<file path="src/rtl/lfsr_seq_ctrl.sv">
// Sequencer that drives the control pins of an external N-bit LFSR.
// It runs seeded shift jobs and returns the final LFSR state over a valid/ready port.
module lfsr_seq_ctrl #(
    parameter int unsigned N  = 26,
    parameter int unsigned CW = 8
) (
    input  logic          clk,
    input  logic          r,
    input  logic          req_valid,
    output logic          req_ready,
    input  logic [3:0]    req_seed,
    input  logic [CW-1:0] req_cycles,
    input  logic          abort,
    output logic          lfsr_r,
    output logic          lfsr_load,
    output logic [3:0]    lfsr_s,
    input  logic [N-1:0]  lfsr_q,
    output logic          res_valid,
    input  logic          res_ready,
    output logic [N-1:0]  res_data,
    output logic          busy,
    output logic          err
);

    localparam int unsigned SW = 4;

    typedef enum logic [2:0] {
        S_IDLE    = 3'd0,
        S_CLEAR   = 3'd1,
        S_LOAD    = 3'd2,
        S_RUN     = 3'd3,
        S_CAPTURE = 3'd4,
        S_HOLD    = 3'd5
    } state_e;

    state_e        state_q, state_d;
    logic [SW-1:0] seed_q, seed_d;
    logic [CW-1:0] cnt_q, cnt_d;
    logic          lfsr_r_q, lfsr_r_d;
    logic          lfsr_load_q, lfsr_load_d;
    logic [SW-1:0] lfsr_s_q, lfsr_s_d;
    logic          res_valid_q, res_valid_d;
    logic [N-1:0]  res_data_q, res_data_d;
    logic          busy_q, busy_d;
    logic          err_q, err_d;
    logic          abortable;

    always_ff @(posedge clk or negedge r) begin
        if (!r) begin
            state_q     <= S_IDLE;
            seed_q      <= '0;
            cnt_q       <= '0;
            lfsr_r_q    <= 1'b1;
            lfsr_load_q <= 1'b0;
            lfsr_s_q    <= '0;
            res_valid_q <= 1'b0;
            res_data_q  <= '0;
            busy_q      <= 1'b0;
            err_q       <= 1'b0;
        end else begin
            state_q     <= state_d;
            seed_q      <= seed_d;
            cnt_q       <= cnt_d;
            lfsr_r_q    <= lfsr_r_d;
            lfsr_load_q <= lfsr_load_d;
            lfsr_s_q    <= lfsr_s_d;
            res_valid_q <= res_valid_d;
            res_data_q  <= res_data_d;
            busy_q      <= busy_d;
            err_q       <= err_d;
        end
    end

    assign abortable = (state_q == S_CLEAR) || (state_q == S_LOAD) ||
                       (state_q == S_RUN)   || (state_q == S_CAPTURE);

    // Next state; control pins are decoded from the next state so they are registered.
    always_comb begin
        state_d     = state_q;
        seed_d      = seed_q;
        cnt_d       = cnt_q;
        res_valid_d = res_valid_q;
        res_data_d  = res_data_q;
        err_d       = 1'b0;

        unique case (state_q)
            S_IDLE: begin
                if (req_valid) begin
                    if (req_seed != '0) begin
                        seed_d  = req_seed;
                        cnt_d   = req_cycles;
                        state_d = S_CLEAR;
                    end else begin
                        err_d = 1'b1;
                    end
                end
            end
            S_CLEAR: state_d = S_LOAD;
            S_LOAD:  state_d = (cnt_q != '0) ? S_RUN : S_CAPTURE;
            S_RUN: begin
                cnt_d = cnt_q - CW'(1);
                if (cnt_q == CW'(1)) begin
                    state_d = S_CAPTURE;
                end
            end
            S_CAPTURE: begin
                res_data_d  = lfsr_q;
                res_valid_d = 1'b1;
                state_d     = S_HOLD;
            end
            S_HOLD: begin
                if (res_ready) begin
                    res_valid_d = 1'b0;
                    state_d     = S_IDLE;
                end
            end
            default: state_d = S_IDLE;
        endcase

        // Abort overrides everything up to and including the capture cycle
        if (abort && abortable) begin
            state_d     = S_IDLE;
            err_d       = 1'b1;
            res_valid_d = 1'b0;
            res_data_d  = res_data_q;
        end

        lfsr_r_d    = (state_d == S_IDLE) || (state_d == S_CLEAR) || (state_d == S_HOLD);
        lfsr_load_d = (state_d == S_LOAD);
        lfsr_s_d    = (state_d == S_LOAD) ? seed_d : '0;
        busy_d      = (state_d != S_IDLE);
    end

    assign req_ready = (state_q == S_IDLE);
    assign lfsr_r    = lfsr_r_q;
    assign lfsr_load = lfsr_load_q;
    assign lfsr_s    = lfsr_s_q;
    assign res_valid = res_valid_q;
    assign res_data  = res_data_q;
    assign busy      = busy_q;
    assign err       = err_q;

endmodule

</file>
<file path="config.mk">
export PLATFORM = sky130hd
export DESIGN_NAME = lfsr_seq_ctrl
export DESIGN_NICKNAME = d
export VERILOG_FILES = /design/src/rtl/lfsr_seq_ctrl.sv
export SDC_FILE = /design/constraint.sdc
export NUM_CORES = 1
export LEC_CHECK = 0
export ABC_AREA = 0
export CAP_MARGIN = 25
export CORE_UTILIZATION = 40
export DETAILED_ROUTE_END_ITERATION = 12
export PLACE_DENSITY = 0.76
export SLEW_MARGIN = 40
export SYNTH_ARGS = -nofsm -noshare
export SYNTH_HDL_FRONTEND = slang
export SYNTH_SLANG_ARGS = --single-unit
</file>
<file path="constraint.sdc">
create_clock -name clk -period 1.95 [get_ports clk]
set_input_delay 0.39 -clock clk [delete_from_list [all_inputs] [get_ports clk]]
set_output_delay 0.39 -clock clk [all_outputs]
set_load 0.05 [all_outputs]
</file>
==> results of run 1 <==
through the flow:
step,setup TNS (ns),cells
after CTS,0,336
after global routing,0,336
after floorplan,0,179
after global placement,-0.2676,329
final,0,336
after detailed placement,-0.4659,329
state kept, by name, indices dropped and copies added, names as in the netlist, 3 cells and up:
name,flops
seed_q,4
lfsr_s,4
res_data,26
cnt_q,8
state_q,3
where the power goes:
group,switching (mW),internal (mW),leakage (nW),total (mW)
clock,0.330,0.245,0.0362,0.575
sequential,0.174,1.29,0.659,1.46
combinational,0.895,0.648,0.731,1.54
logic make-up (layout without fill, tap and decap cells):
group / Yosys count / in the layout / share of synthesized area
AND/OR/NAND/NOR: 48 / 48 / 0.1337
multiplexers: 27 / 27 / 0.1364
adder cells (fa/ha/maj): 3 / 3 / 0.01664
buffers and inverters: 12 / 99 / 0.03327
AO/OA/AOI/OAI: 39 / 39 / 0.1248
flip-flops: 50 / 50 / 0.5552
routing by layer:
metal,wire length [µm],share of wire,GRT usage,vias to the layer above
met2,2074,0.43,0.2589,67
met3,290,0.061,0.04286,9
met5,0,0,0,-
li1,-,-,-,823
met4,66,0.014,0.04906,0
met1,2343,0.49,0.2648,819
placed cells by master (no fill, tap or decap), types with 3 or more instances in the layout:
cell,Yosys,final
clkdlybuf4s50_1,0,75
and2_1,5,5
a21oi_1,6,6
nand2_1,7,7
a22o_1,4,4
o21ai_0,9,9
dfrtp_1,49,49
inv_1,3,3
nand2b_1,3,3
mux2_2,25,25
ha_1,3,3
clkbuf_8,0,5
o2bb2ai_1,5,5
nor2_1,7,7
nor2b_1,3,3
nor3_1,6,6
nand3_1,3,3
buf_4,2,12
worst max path at each step:
stage / startpoint / to / slack, ns / depth (start not counted)
3_3_place_gp: req_seed[0] / cnt_q[1] / -0.12 / 4
6_report: res_data[6] / res_data[6] / 0.08 / 1
4_1_cts: res_data[6] / res_data[6] / 0.07 / 1
3_5_place_dp: req_seed[0] / cnt_q[1] / -0.13 / 4
2_1_floorplan: state_q[1] / req_ready / 0.17 / 3
5_1_grt: res_data[3] / res_data[3] / 0.02 / 1
final cells by class:
class | count | share of cell area
inverter | 3 | 0.003480
clock inverter | 2 | 0.004640
timing repair buffer | 89 | 0.2676
multi-input combinational | 117 | 0.2889
tap | 70 | 0.02707
clock buffer | 5 | 0.02127
sequential | 50 | 0.3871
worst register-to-register path, cell delays in order, from the launching register on:
cell and delay, ns:
dfrtp_1 0.46, inv_1 0.11, ha_1 0.20, or3b_2 0.50, nor2_1 0.17, a22o_1 0.15
a21oi_1 0.06
==> metrics.md, run 1 <==
| Metric | Value |
|---|---|
| Area leader, netlist | `dfrtp_1` |
| Post-CTS setup repair buffer count | `0` |
| Reg-to-reg slack, setup | `around 0.20 ns` |
| Worst-Margin Slew | `0.6110 ns` |
| CP Capture Type | `primary output` |
| Vias in the first global route | `1703` |
| Synth top cells by count | `49 x dfrtp_1, 25 x mux2_2, 9 x o21ai_0` |
| Setup ws final | `0.08022 ns` |
| Slew Limit Fails | `0` |
| Cts repair resizes | `0` |
| Hold-fix buffers at CTS | `0` |
| Overall fraction of global-route tracks in use | `0.1785` |
| Core area | `0.005270 mm²` |
| VDD IR max | `between 0.5 and 0.6 mV` |
| Critical path type | `register to primary output` |
| Total of max-cap violations | `0` |
| Global-route wire length before repair | `8404 µm` |
| DR vias/cell | `5.113` |
| Crit-path slowest cell | `clkdlybuf4s50_1` |
| Hold slack | `slightly above 0.09 ns` |
| Leakage | `between 1 and 1.5 nW` |
| Fill count | `between 400 and 500` |
| Final RePlAce weighted congestion | `~0.83` |
| Initial drt markers | `58` |
| Synth cell types | `46` |
| Crit path DAT | `1.48 ns` |
| Initial antenna violation count | `0` |
| Post-synthesis cell count | `between 150 and 200` |
| Initial core utilization | `0.4281` |
| ANT cells | `0` |
| Crit-path max FO | `2` |
| Routed length per instance | `about 14 µm` |
| Post-Syn Nets | `around 230` |
| I/O pin total | `between 70 and 80` |
| Die Height | `slightly below 80 µm` |
| Cell row count | `26` |
| Finished Core Util | `0.6140` |
| Synth Register Bits | `50` |
| Max Clk Rate | `534.8 MHz` |
| CTS Root Cell | `clkbuf_8` |
| FF/Latch Area | `0.001252 mm²` |
| Syn avg cell area | `12.60 µm²` |
| Max Clock Skew | `0.01030 ns` |
| Detail Placement HPWL | `around 3600 µm` |
| Final instance area | `roughly 0.0032 mm²` |
| Final setup viols | `0` |
| Layout cells sized above 1 | `0.2143` |
| Dpl cell area | `0.003152 mm²` |
| Power Density | `1106 mW/mm²` |
| Seq/Total Area, Yosys | `0.5552` |
| CTS Buffer Depth | `2` |
| Vias | `1718` |
| Critical Path Source Type | `register` |
| H-Tree Level Count | `2` |
| R2r startpoint | `cnt_q[0]` |
| Yosys top cell area share | `0.5435` |
| Post-synth EDFFs | `0` |
| Status | `finished clean` |
| Synthesized area | `0.002256 mm²` |
| Number of remaining DRC errors | `0` |
| CTS Sinks | `50` |
| Fin crit share | `0.9589` |
| Antenna Violating Nets Remaining | `0` |
| DRT Pass-1 Iters | `4` |
| GR Overflow Total | `0` |
| Nets | `312` |
| Share of flip-flops with an asynchronous set or reset | `1.000` |
| R2R cell count | `6` |
| Die X | `77.10 µm` |
| Unrepaired setup endpoints after global routing | `no` |
| TritonCTS clock tree | `yes` |
| Worst-path clk slew | `0.09 ns` |
| Critical path's top delay family | `buffers and inverters` |
| R2r endpoint | `cnt_q[4]` |
| IO buf count | `78` |
| Top FF cell, synth | `dfrtp_1` |
| Relative slew margins | `0.5926` |
| Ys Warns | `0` |
| Minimum clock period | `1.870 ns` |
| Hold Vio Cnt, Final | `0` |
| Largest net degree at the start of global routing | `29` |
| Worst slack at placement | `-0.1339 ns` |
| Multi-input gate area | `a little over 900 µm²` |
| Synth-to-Final Area Change | `43.43%` |
| Full die area | `0.005944 mm²` |
| Worst Hold Class | `input pin to asynchronous set/reset pin` |
| CP Data Required Time | `1.56 ns` |
| Final WL | `between 4000 and 5000 µm` |
| Most frequent cell after synthesis | `dfrtp_1` |
| Largest cells by area after synthesis | `dfrtp_1 54%, mux2_2 12%, o21ai_0 2.0%` |
| Buf+Inv Stages, Crit Path | `1` |
| Num CTS Buffers | `5` |
| Tot Pwr | `around 3.6 mW` |
| CP cell instances | `clkdlybuf4s50_1` |
| Clk_lat worst skew | `0.30 ns` |
| CP max stage delay | `between 0.8 and 0.9 ns` |
(Power assumes the default switching activity.)
==> run 2, diff against run 1 <==
Settings changed: CELL_PAD_IN_SITES_DETAIL_PLACEMENT set to 1, CELL_PAD_IN_SITES_GLOBAL_PLACEMENT set to 2, CORE_UTILIZATION 40 to 28, PLACE_DENSITY 0.76 to 0.82.
==> metrics.md, run 2 (synthesis results as in run 1) <==
| Metric | Value |
|---|---|
| CP cell instances | `clkdlybuf4s50_1` |
| Die X | `91.76 µm (+19%)` |
| Dpl cell area | `0.003237 mm² (+2.7%)` |
| Critical path's top delay family | `buffers and inverters` |
| Crit-path slowest cell | `clkdlybuf4s50_1` |
| DR vias/cell | `4.713 (-7.8%)` |
| R2r startpoint | `cnt_q[0]` |
| Fin cells | `373 (+11%)` |
| Power Density | `1096 mW/mm² (-0.84%)` |
| Full die area | `0.008420 mm² (+42%)` |
| Worst Hold Class | `input pin to asynchronous set/reset pin` |
| Fin crit share | `0.9675 (+0.008670)` |
| Initial antenna violation count | `0 (unchanged)` |
| Internal power | `2.241 mW (+2.8%)` |
| Max Clock Skew | `0.005729 ns (-0.004568 ns)` |
| Seq pwr share | `0.402 (-0.006)` |
| Buf+Inv Stages, Crit Path | `1 (unchanged)` |
| CP Launch Point | `res_valid` |
| Cell row count | `32 (+23%)` |
| Initial core utilization | `0.2904 (-0.1376)` |
| Most frequent cells in the layout | `74 x clkdlybuf4s50_1, 49 x dfrtp_1, 25 x mux2_2` |
| DRT Pass-1 Iters | `4 (unchanged)` |
| ANT cells | `0 (unchanged)` |
| Max Clk Rate | `530.0 MHz (-0.90%)` |
| Worst slack at placement | `-0.1698 ns (-0.03585 ns)` |
| Layout cells sized above 1 | `0.2288 (+0.01450)` |
| Tot Pwr | `3.664 mW (+2.4%)` |
| Vias in the first global route | `1815 (+6.6%)` |
| CTS Root Cell | `clkbuf_8` |
| Clk pwr share | `0.171 (+0.010)` |
| Die Height | `91.76 µm (+19%)` |
| Fill count | `847 (+83%)` |
| Total of max-cap violations | `0 (unchanged)` |
| Final instance area | `0.003342 mm² (+3.3%)` |
| H-Tree Level Count | `2 (unchanged)` |
| Relative slew margins | `0.6489 (+0.05630)` |
| Vias | `1758 (+2.3%)` |
| TritonCTS clock tree | `yes` |
| CP max stage delay | `0.82 ns (about the same)` |
| Num CTS Buffers | `5 (unchanged)` |
| Antenna Violating Nets Remaining | `0 (unchanged)` |
| Minimum clock period | `1.887 ns (+0.01691 ns)` |
| Initial drt markers | `61 (+5.2%)` |
| Core area | `0.007767 mm² (+47%)` |
| Final RePlAce weighted congestion | `0.7889 (-5.4%)` |
| Hold Vio Cnt, Final | `0 (unchanged)` |
| CP Capture Type | `primary output` |
| Largest net degree at the start of global routing | `29 (unchanged)` |
| Unrepaired setup endpoints after global routing | `no` |
| Placed Instances | `364 (+11%)` |
| VDD IR max | `0.3673 mV (-33%)` |
| Setup ws final | `0.06331 ns (-0.01691 ns)` |
| Clk_lat worst skew | `0.30 ns (about the same)` |
| CTS Buffer Depth | `2 (unchanged)` |
| Status | `finished clean` |
| Routed length per instance | `14.32 µm (+0.80%)` |
| Slew Limit Fails | `0 (unchanged)` |
| IO buf count | `78 (unchanged)` |
| Detail Placement HPWL | `4025 µm (+12%)` |
| Worst-Margin Slew | `0.5249 ns (-0.08610 ns)` |
| CTS Sinks | `50 (unchanged)` |
| Synth-to-Final Area Change | `48.14%` |
| Critical path type | `register to primary output` |
| Switching power total | `1.424 mW (+1.8%)` |
| Final setup viols | `0 (unchanged)` |
| Cts repair resizes | `0 (unchanged)` |
| Critical Path Source Type | `register` |
| Post-CTS setup repair buffer count | `0 (unchanged)` |
| Final WL | `5342 µm (+12%)` |
| Global-route wire length before repair | `9052 µm (+7.7%)` |
| Commonest non-fill, non-tap cell in the layout | `clkdlybuf4s50_1` |
| Overall fraction of global-route tracks in use | `0.1364 (-0.04210)` |
| Nets | `316 (+1.3%)` |
| I/O pin total | `79 (unchanged)` |
| Switching portion of total power | `0.3886 (-0.002396)` |
| Largest register FFs | `26 (unchanged)` |
| Comb pwr share | `0.428 (-0.003)` |
| Crit path DAT | `1.50 ns (+0.02 ns)` |
| Worst-path clk slew | `0.09 ns (about the same)` |
| Number of remaining DRC errors | `0 (unchanged)` |
| Crit-path max FO | `2 (unchanged)` |
| Leakage | `1.462 nW (+2.5%)` |
| CP Data Required Time | `1.56 ns (about the same)` |
| Hold slack | `0.4885 ns (+0.3958 ns)` |
| GR Overflow Total | `0 (unchanged)` |
## run 2: cell count changes in the layout (fill, tap and decap cells not counted), sizes merged
cell	change
clkdlybuf4s50	-1
clkbuf	+1
clkinvlp	-1
buf	+4
clkinv	+1
dlygate4sd3	+1
## run 2: worst paths after layout
path | slack [ns] | end | depth (start not counted)
min | 0.49 | res_data[0] | 2
min in group clk | 0.50 | res_data[18] | 1
max in group asynchronous | 0.97 | lfsr_r | 3
max reg2reg | 0.19 | cnt_q[4] | 6
max | 0.06 | res_valid | 1
min reg2reg | 0.50 | res_data[18] | 1
## run 2: metrics by stage
| stage | utilization | setup TNS (ns) |
|---|---|---|
| floorplan | - | 0 |
| global placement | 0.4167 | -0.7828 |
| detailed placement | 0.4167 | -1.033 |
| CTS | 0.4303 | 0 |
| global route | 0.4303 | 0 |
| finish | 0.4303 | 0 |
## run 2: area by class of cell
cell class,instances,area (µm²),area share
Clock buffer,6,82.58,0.02471
Clock inverter,2,12.51,0.003744
Inverter,3,11.26,0.003370
Multi-Input combinational cell,117,934.6,0.2797
Sequential cell,50,1252,0.3748
Tap cell,102,127.6,0.03819
Timing Repair Buffer,93,920.9,0.2756
## run 2: routing by layer
layer / GRT usage / part of all wire
met1: 0.1907 / 0.48
met2: 0.2137 / 0.46
met3: 0.03068 / 0.058
met4: 0.03516 / 0.0056
met5: 0 / 0
## run 2: power groups by stage
stage          clock, mW  sequential [mW]  combinational [mW]
2_1_floorplan          0             1.87               0.599
3_3_place_gp           0             1.48                1.56
3_5_place_dp           0             1.49                1.58
4_1_cts            0.670             1.47                1.58
5_1_grt            0.696             1.51                1.70
6_report           0.626             1.47                1.57
## run 2: repair_timing
item,in CTS,in global routing
hold buffers,1,0
setup endpoints to repair,0,0
endpoints found under the hold margin,8,0
